**config.mk**
```make
export PLATFORM = sky130hd
export DESIGN_NAME = array_allocator_flat
export DESIGN_NICKNAME = d
export VERILOG_FILES = /design/src/rtl/array_allocator_pkg.sv /design/src/rtl/array_allocator_if.sv /design/src/rtl/array_allocator_accum.sv /design/src/rtl/array_allocator.sv /design/src/flat_wrapper.sv
export SDC_FILE = /design/constraint.sdc
export NUM_CORES = 1
export LEC_CHECK = 0
export CAP_MARGIN = 20
export CORE_UTILIZATION = 50
export DETAILED_ROUTE_END_ITERATION = 7
export PLACE_DENSITY = 0.72
export SYNTH_ARGS = -nofsm -noshare
export SYNTH_HDL_FRONTEND = slang
export SYNTH_HIERARCHICAL = 1
export SYNTH_SLANG_ARGS = --single-unit
```
**constraint.sdc**
```tcl
create_clock -name clk -period 9.7 [get_ports clk]
set_input_delay 1.94 -clock clk [delete_from_list [all_inputs] [get_ports clk]]
set_output_delay 1.94 -clock clk [all_outputs]
set_load 0.02 [all_outputs]
```
**src/rtl/array_allocator_pkg.sv**
```systemverilog
// Shared bus types for the UM array allocator: memory command bus, mode
// encodings and the allocator FSM state.
package BusTypes;

    localparam logic [1:0] MEM_READ  = 2'b00;
    localparam logic [1:0] MEM_WRITE = 2'b01;

    typedef struct packed {
        logic [1:0]  mode;
        logic [31:0] address;
        logic [31:0] offset;
        logic [31:0] data;
    } mem_in_bus_t;

    typedef enum logic [2:0] {
        IDLE   = 3'd0,
        HEADER = 3'd1,
        ZERO   = 3'd2,
        DONE   = 3'd3,
        OOM    = 3'd4
    } allocator_state_t;

endpackage

```
**src/rtl/array_allocator_if.sv**
```systemverilog
// Request/response and memory-command signals of the array allocator.
// Handshake: req/size are sampled only while the allocator is IDLE; done or oom
// pulses for one cycle to close each request, and base is valid from done on.
interface array_allocator_if;
    import BusTypes::*;

    logic        req;
    logic [31:0] size;
    mem_in_bus_t mem_in;
    logic        busy;
    logic        done;
    logic        oom;
    logic [31:0] base;

    modport master (output req, size, input mem_in, busy, done, oom, base);
    modport slave  (input req, size, output mem_in, busy, done, oom, base);

endinterface

```
**src/rtl/array_allocator_accum.sv**
```systemverilog
// Word counter: synchronous clear, increment by one, hold otherwise.
module array_allocator_accum #(
    parameter int W = 32
) (
    input  logic         clk,
    input  logic         rst,
    input  logic         clr_i,
    input  logic         inc_i,
    output logic [W-1:0] value_o
);

    logic [W-1:0] value_q;
    logic [W-1:0] value_d;

    always_comb begin
        value_d = value_q;
        if (clr_i) begin
            value_d = '0;
        end else if (inc_i) begin
            value_d = value_q + W'(1);
        end
    end

    always_ff @(posedge clk) begin
        if (rst) begin
            value_q <= '0;
        end else begin
            value_q <= value_d;
        end
    end

    assign value_o = value_q;

endmodule

```
**src/rtl/array_allocator.sv**
```systemverilog
// Bump-pointer heap allocator: writes a length header, zero-fills the body,
// then returns the base of word 0. The heap is never freed.
module array_allocator
    import BusTypes::*;
#(
    parameter logic [31:0] HEAP_BASE  = 32'h0000_1000,
    parameter logic [31:0] HEAP_LIMIT = 32'h0010_0000
) (
    input  logic             clk,
    input  logic             rst,
    array_allocator_if.slave bus,
    output allocator_state_t dbg_state_o
);

    allocator_state_t state_q;
    logic [31:0]      top_q;
    logic [31:0]      base_q;
    logic [31:0]      size_q;
    logic [32:0]      end_q;
    logic             done_q;
    logic             oom_q;
    logic [31:0]      count;
    logic [32:0]      end_d;

    // 33-bit sum so an oversized request cannot wrap past the limit
    assign end_d = {1'b0, top_q} + {1'b0, bus.size} + 33'd1;

    array_allocator_accum #(.W(32)) u_count (
        .clk     (clk),
        .rst     (rst),
        .clr_i   (state_q == IDLE),
        .inc_i   ((state_q == HEADER) || (state_q == ZERO)),
        .value_o (count)
    );

    always_ff @(posedge clk) begin
        if (rst) begin
            state_q <= IDLE;
            top_q   <= HEAP_BASE;
            base_q  <= '0;
            size_q  <= '0;
            end_q   <= '0;
            done_q  <= 1'b0;
            oom_q   <= 1'b0;
        end else begin
            done_q <= 1'b0;
            oom_q  <= 1'b0;
            case (state_q)
                IDLE: begin
                    if (bus.req) begin
                        size_q <= bus.size;
                        end_q  <= end_d;
                        if (end_d > {1'b0, HEAP_LIMIT}) begin
                            state_q <= OOM;
                            oom_q   <= 1'b1;
                        end else begin
                            state_q <= HEADER;
                        end
                    end
                end
                HEADER: begin
                    if (size_q != '0) begin
                        state_q <= ZERO;
                    end else begin
                        state_q <= DONE;
                        done_q  <= 1'b1;
                        base_q  <= top_q + 32'd1;
                    end
                end
                ZERO: begin
                    if (count == size_q) begin
                        state_q <= DONE;
                        done_q  <= 1'b1;
                        base_q  <= top_q + 32'd1;
                    end
                end
                DONE: begin
                    top_q   <= end_q[31:0];
                    state_q <= IDLE;
                end
                OOM: begin
                    state_q <= IDLE;
                end
                default: begin
                    state_q <= IDLE;
                end
            endcase
        end
    end

    always_comb begin
        bus.mem_in         = '0;
        bus.mem_in.mode    = MEM_READ;
        bus.mem_in.address = top_q;
        case (state_q)
            HEADER: begin
                bus.mem_in.mode = MEM_WRITE;
                bus.mem_in.data = size_q;
            end
            ZERO: begin
                bus.mem_in.mode   = MEM_WRITE;
                bus.mem_in.offset = count;
            end
            default: begin
            end
        endcase
    end

    assign bus.busy    = (state_q == HEADER) || (state_q == ZERO);
    assign bus.done    = done_q;
    assign bus.oom     = oom_q;
    assign bus.base    = base_q;
    assign dbg_state_o = state_q;

endmodule

```
**src/flat_wrapper.sv**
```systemverilog
// flat-port wrapper written by rule: the top's interface ports become plain ports
module array_allocator_flat import BusTypes::*;
#(
    parameter logic [31:0] HEAP_BASE  = 32'h0000_1000,
    parameter logic [31:0] HEAP_LIMIT = 32'h0010_0000
)
  (clk, rst, dbg_state_o, bus_req, bus_size, bus_mem_in, bus_busy, bus_done, bus_oom, bus_base);
  array_allocator_if bus_i ();
  input  logic clk;
  input  logic rst;
  output allocator_state_t dbg_state_o;
  input wire logic [$bits(bus_i.req)-1:0] bus_req;
  input wire logic [$bits(bus_i.size)-1:0] bus_size;
  output wire logic [$bits(bus_i.mem_in)-1:0] bus_mem_in;
  output wire logic [$bits(bus_i.busy)-1:0] bus_busy;
  output wire logic [$bits(bus_i.done)-1:0] bus_done;
  output wire logic [$bits(bus_i.oom)-1:0] bus_oom;
  output wire logic [$bits(bus_i.base)-1:0] bus_base;
  assign bus_i.req = bus_req;
  assign bus_i.size = bus_size;
  assign bus_mem_in = bus_i.mem_in;
  assign bus_busy = bus_i.busy;
  assign bus_done = bus_i.done;
  assign bus_oom = bus_i.oom;
  assign bus_base = bus_i.base;
  array_allocator #(.HEAP_BASE(HEAP_BASE), .HEAP_LIMIT(HEAP_LIMIT)) u_core (.clk(clk), .rst(rst), .bus(bus_i), .dbg_state_o(dbg_state_o));
endmodule
```
[After elaboration in Yosys (flattened, before gate mapping)]
Cells that the tools add are included.
Storage, ports and cells
  word-level logic and storage cells: 47
  bits of input ports: 35
  register bits after elaboration: 165
Operators by class
  reduce and logical (&&, ||, !) cells: 10
  $lt $le $gt $ge: 1
  add/subtract/negate cells: 4
  bitwise logic cells: 2
  equality and inequality tests: 7
  muxes and demuxes: 15
Operators by type and width (number)
  $mux W32: 4
  $add A32 B1 Y32 const B: 2
  $pmux W32 S2: 1
  $add A32 B32 Y33: 1
  $add A33 B1 Y33 const B: 1
  $gt A33 B21 Y1 const B: 1
  $eq A32 B32 Y1: 1
  $reduce_bool A32 Y1: 1
  $mux W3: 3
  $pmux W3 S3: 1
  $eq A3 B2 Y1 const B: 2
  $mux W1: 5
  $ne A2 B2 Y1 const B: 2
  $reduce_and A2 Y1: 2
  $reduce_or A2 Y1: 2
  $eq A3 B1 Y1 const B: 1
  $logic_not A3 Y1: 1
  $reduce_and A3 Y1: 1
  $reduce_or A3 Y1: 1
  $ne A2 B1 Y1 const B: 1
  $not A1 Y1: 2
  $pmux W1 S2: 1
  $reduce_bool A2 Y1: 1
  $logic_or A1 B1 Y1: 1

[Logic depth before layout (Yosys ltp)]
  depth after elaboration: 6
  depth in mapped cells: 13
  gate-level depth less buffers: 13

[Modules after synthesis]
Netlist, hierarchy kept.
By module, submodules not included
  array_allocator: instances 1, area an instance 8021.4 um^2, sequential area each 2662.6 um^2, cells an instance 1056
  array_allocator_accum: instances 1, area an instance 1560.2 um^2, sequential area each 640.6 um^2, cells an instance 173

[Worst setup path after synthesis]
OpenSTA, ideal clock, no wires.
  kind: in2reg
  start: input port bus_size[0]
  end: register u_core.state_q[0], in the netlist u_core/dbg_state_o[0]
  data required time: 9.584 ns
  arrival time: 4.376 ns
  cell stages on the path: 13
  library setup time: 0.116 ns
  path slack: 5.208 ns
  path through: inv_1 -> ha_1 -> inv_1 -> fa_1 -> a211oi_1 -> o21ai_1 -> a41o_1 -> o21a_1 -> or4_1 -> a21oi_1 -> xnor2_1 -> inv_1 -> a41o_1
Between the ends
  longest elaborated chain between the ends: 6
RTL lines
  start, declared: line flat_wrapper.sv:13  | input wire logic [$bits(bus_i.size)-1:0] bus_size;
  $add A32 B32 Y33: line array_allocator.sv:26  | assign end_d = {1'b0, top_q} + {1'b0, bus.size} + 33'd1;
  $add A33 B1 Y33: line array_allocator.sv:26
  $gt A33 B21 Y1: line array_allocator.sv:53  | if (end_d > {1'b0, HEAP_LIMIT}) begin
  $mux W3: line array_allocator.sv:53
  $mux W3: line array_allocator.sv:50  | if (bus.req) begin
  $pmux W3 S3: line array_allocator.sv:48  | case (state_q)
  end signal, assigned: line array_allocator.sv:54  | state_q <= OOM;
  end signal, assigned: line array_allocator.sv:57  | state_q <= HEADER;
  end signal, assigned: line array_allocator.sv:63  | state_q <= ZERO;
  end, declared: line array_allocator.sv:15  | allocator_state_t state_q;
No other way between the ends. The select of a mux whose other input is x is not followed.
A chain may end at the register's enable or synchronous reset.

[Worst setup path in the final report]
  start: input port bus_size[9]
  end: register u_core.state_q[2], in the netlist u_core/dbg_state_o[2]
Same word-level chain as after synthesis.

==> flow_results.xml <==
<?xml version="1.0" encoding="UTF-8"?>
<metrics>
  <group name="place">
    <metric name="dp_worst_setup_slack" unit="ns">4.39</metric>
    <metric name="place.detailed.hpwl" unit="um">21300</metric>
    <metric name="finalWeightedCongestion" unit="">0.920</metric>
    <metric name="numPortBuffers" unit="">169</metric>
  </group>
  <group name="final_layout">
    <metric name="diodes" unit="">0</metric>
    <metric name="layout-drive-gt1-share" unit="%">5.19</metric>
    <metric name="final_core_utilization" unit="%">63.5</metric>
    <metric name="layout_common_cells" unit="">223 x nand2_1, 168 x clkdlybuf4s50_1, 165 x dfxtp_1</metric>
    <metric name="nFillCells" unit="">1721</metric>
    <metric name="nNetsFinal" unit="">1425</metric>
    <metric name="layout.cells.most_common" unit="">nand2_1</metric>
    <metric name="syn2layout_area_growth" unit="%">24.4</metric>
  </group>
  <group name="pwr">
    <metric name="power_per_cell_area" unit="mW/mm^2">129</metric>
    <metric name="worst_ir_drop_vdd" unit="uV">104</metric>
    <metric name="leakage" unit="nW">4.38</metric>
  </group>
  <group name="sta">
    <metric name="grt_setup_unrepaired" unit="">false</metric>
    <metric name="finalSetupViolations" unit="">0</metric>
    <metric name="fmaxAchievable" unit="GHz">0.204</metric>
    <metric name="final.hold.worst_slack" unit="ns">0.447</metric>
    <metric name="finalWorstPathRequiredPeriod" unit="ns">4.90</metric>
    <metric name="final_hold_fails" unit="">0</metric>
    <metric name="final_min_period_over_clock_period" unit="%">50.6</metric>
    <metric name="worst_slack" unit="ns">4.80</metric>
    <metric name="final.setup_skew" unit="ns">0.0147</metric>
    <metric name="timing.max_slew.rel_slack" unit="%">43.3</metric>
    <metric name="slew_viol_final" unit="">0</metric>
    <metric name="setup-tns-final" unit="ns">0</metric>
    <metric name="worst-slew-pin-transition" unit="ns">0.850</metric>
  </group>
  <group name="clocking">
    <metric name="clock-root-buffer" unit="">clkbuf_16</metric>
    <metric name="cts_inserted_buffers" unit="">17</metric>
    <metric name="cts.path.max_buffers" unit="">2</metric>
    <metric name="cts.sink_count" unit="">165</metric>
    <metric name="holdBufCountCts" unit="">0</metric>
    <metric name="post_cts.resized_instances" unit="">0</metric>
    <metric name="clock_latency" unit="ns">0.44</metric>
    <metric name="cts_tree" unit="">done</metric>
    <metric name="cts_setup_buffers" unit="">0</metric>
    <metric name="clkTransAtPathRegs" unit="ns">0.08</metric>
    <metric name="htreeDepth" unit="">4</metric>
  </group>
  <group name="setup_path">
    <metric name="start_kind" unit="">input port</metric>
    <metric name="critical_path.max_stage_delay" unit="ns">0.52</metric>
    <metric name="timing.setup.critical_path_class" unit="">input port to flip-flop</metric>
    <metric name="cp_slowest_cell" unit="">ha_1</metric>
    <metric name="path_cells" unit="">clkdlybuf4s50_1 -&gt; ha_1 -&gt; nand4_1 -&gt; nor3_1 -&gt; a21boi_1 -&gt; o31a_1 -&gt; xor2_1 -&gt; a2111o_1 -&gt; nor4_2 -&gt; and4bb_1 -&gt; a41oi_1</metric>
    <metric name="worst-endpoint-arrival" unit="ns">5.20</metric>
    <metric name="path_buf_inv" unit="">1</metric>
    <metric name="timing.critical_path.max_delay_family" unit="">compound AO/OA/AOI/OAI gates</metric>
    <metric name="timing.critical_path.to_type" unit="">flip-flop</metric>
    <metric name="cp.required" unit="ns">10.00</metric>
    <metric name="path_max_fanout" unit="">12</metric>
  </group>
  <group name="synthesis">
    <metric name="async_reset_ff_share" unit="%">0</metric>
    <metric name="synth.yosys.warnings" unit="">6</metric>
    <metric name="postSynth.topFlopCell" unit="">dfxtp_1</metric>
    <metric name="syn_area_per_cell" unit="sq um">7.80</metric>
    <metric name="synth.lib_cells_used.distinct" unit="">80</metric>
    <metric name="ys_seq_area_share" unit="%">34.5</metric>
    <metric name="top_cells_by_area_in_the_synthesized_netlist" unit="">dfxtp_1 34%, nand2_1 8.8%, a21oi_1 7.5%</metric>
    <metric name="synth_enable_flop_cells" unit="">0</metric>
    <metric name="synthCells" unit="">1229</metric>
    <metric name="synth.cell_area" unit="sq mm">0.00958</metric>
    <metric name="ys_seq_elements" unit="">165</metric>
    <metric name="yosysTopAreaCell" unit="">dfxtp_1</metric>
    <metric name="synth_nets" unit="">1299</metric>
    <metric name="synth_top_area_share" unit="%">34.5</metric>
  </group>
  <group name="detailed_routing">
    <metric name="drt_first_pass_iters" unit="">5</metric>
    <metric name="drc" unit="">0</metric>
    <metric name="drt_iter0_drc" unit="">675</metric>
    <metric name="route.final.wire_length" unit="um">29100</metric>
    <metric name="drtAntennaViolNets" unit="">0</metric>
    <metric name="routed_wire_length_per_instance" unit="um">18.1</metric>
    <metric name="vias" unit="">9428</metric>
    <metric name="vias_per_cell" unit="">5.89</metric>
  </group>
  <group name="global_routing">
    <metric name="gr-total-overflow" unit="">0</metric>
    <metric name="grt_antenna_before_repair" unit="">0</metric>
    <metric name="first_global_vias" unit="">8494</metric>
    <metric name="grt_pass1_wl" unit="um">45800</metric>
    <metric name="grt.total_usage" unit="%">29.7</metric>
    <metric name="maximum_number_of_pins_on_one_net_before_global_route_repair" unit="">81</metric>
  </group>
  <group name="run_status">
    <metric name="outcome" unit="">completed</metric>
  </group>
  <group name="floorplan">
    <metric name="io_pins" unit="">171</metric>
    <metric name="floorplan.rows" unit="">50</metric>
    <metric name="fp.dieArea" unit="sq mm">0.0197</metric>
    <metric name="initial_utilization" unit="%">51.1</metric>
    <metric name="floorplan.die.width" unit="um">140</metric>
    <metric name="design.core.area" unit="sq mm">0.0188</metric>
    <metric name="die-height" unit="um">140</metric>
  </group>
  <group name="flow_run">
    <metric name="cap_viol_max_count" unit="">0</metric>
  </group>
  <group name="min_path">
    <metric name="worstHoldPathType" unit="">flip-flop to flip-flop</metric>
  </group>
</metrics>
[flip-flops by register name (all words and copies together), names as in the netlist]
register / cells
u_core/dbg_state_o: 3
u_core/size_q: 32
u_core/bus.base: 32
u_core/u_count/value_o: 32
u_core/end_q: 32
u_core/top_q: 32
u_core/bus.oom: 1
u_core/bus.done: 1
[Yosys cell counts, types with 19 or more instances]
cell type	instances
nand2_1	224
xnor2_1	36
ha_1	34
nor2_1	89
o21ai_0	23
nand3_1	28
clkbuf_1	57
xor2_1	57
a211oi_1	37
nor4_1	19
and2_1	72
nand4_1	27
dfxtp_1	165
a21oi_1	143
[area by class of cell]
cell class / instances / area (sq um) / area share [%]
multi-input combinational: 976 / 5910 / 49.6
sequential: 165 / 3300 / 27.7
timing repair buffer: 177 / 1750 / 14.7
clock buffer: 17 / 425 / 3.57
tap: 234 / 293 / 2.46
clock inverter: 15 / 176 / 1.48
inverter: 18 / 67.6 / 0.567
[tightest hold or removal path, cell delays in order, from the launching register on]
cell and delay [ns]:
dfxtp_1 0.31, nand2_1 0.05, a21oi_1 0.05
[metal layers]
metal	track usage (%)	up-vias	share of wire, %
met5	0	-	0
met4	9.20	0	1.8
met2	49.5	312	47
met3	4.34	38	5.6
li1	-	4606	-
met1	39.4	4472	45
[final timing paths]
kind,start,to,slack (ns),cells past startpoint
setup reg to reg,u_core/top_q[0],u_core/dbg_state_o[2],6.33,13
hold / removal,u_core/end_q[3],u_core/top_q[3],0.45,2
setup / recovery,bus_size[9],u_core/dbg_state_o[2],4.80,11
hold reg to reg,u_core/end_q[3],u_core/top_q[3],0.45,2
[metrics by stage]
stage	power, mW	instances	area, sq um
after floorplan	0.814	1229	9580
after global placement	0.863	1570	11300
after global routing	1.59	1602	11900
after detailed placement	0.864	1570	11300
final	1.54	1602	11900
after CTS	1.55	1602	11900
[logic make-up (layout without fill, tap and decap cells)]
family,count (synthesis),count (layout),synth area share (%)
AO/OA/AOI/OAI,286,286,19.0
XOR/XNOR,93,93,8.50
adder cells (fa/ha/maj),35,35,4.65
buffers and inverters,88,227,4.01
flip-flops,165,165,34.5
multiplexers,5,5,0.522
other,1,1,0.0391
AND/OR/NAND/NOR,556,556,28.8
[report_power, final]
part / total, mW / internal [mW] / switching, mW
registers: 0.714 / 0.695 / 0.0197
clock network: 0.690 / 0.370 / 0.320
logic: 0.136 / 0.0534 / 0.0823
Power figures use the tool's default switching activity.
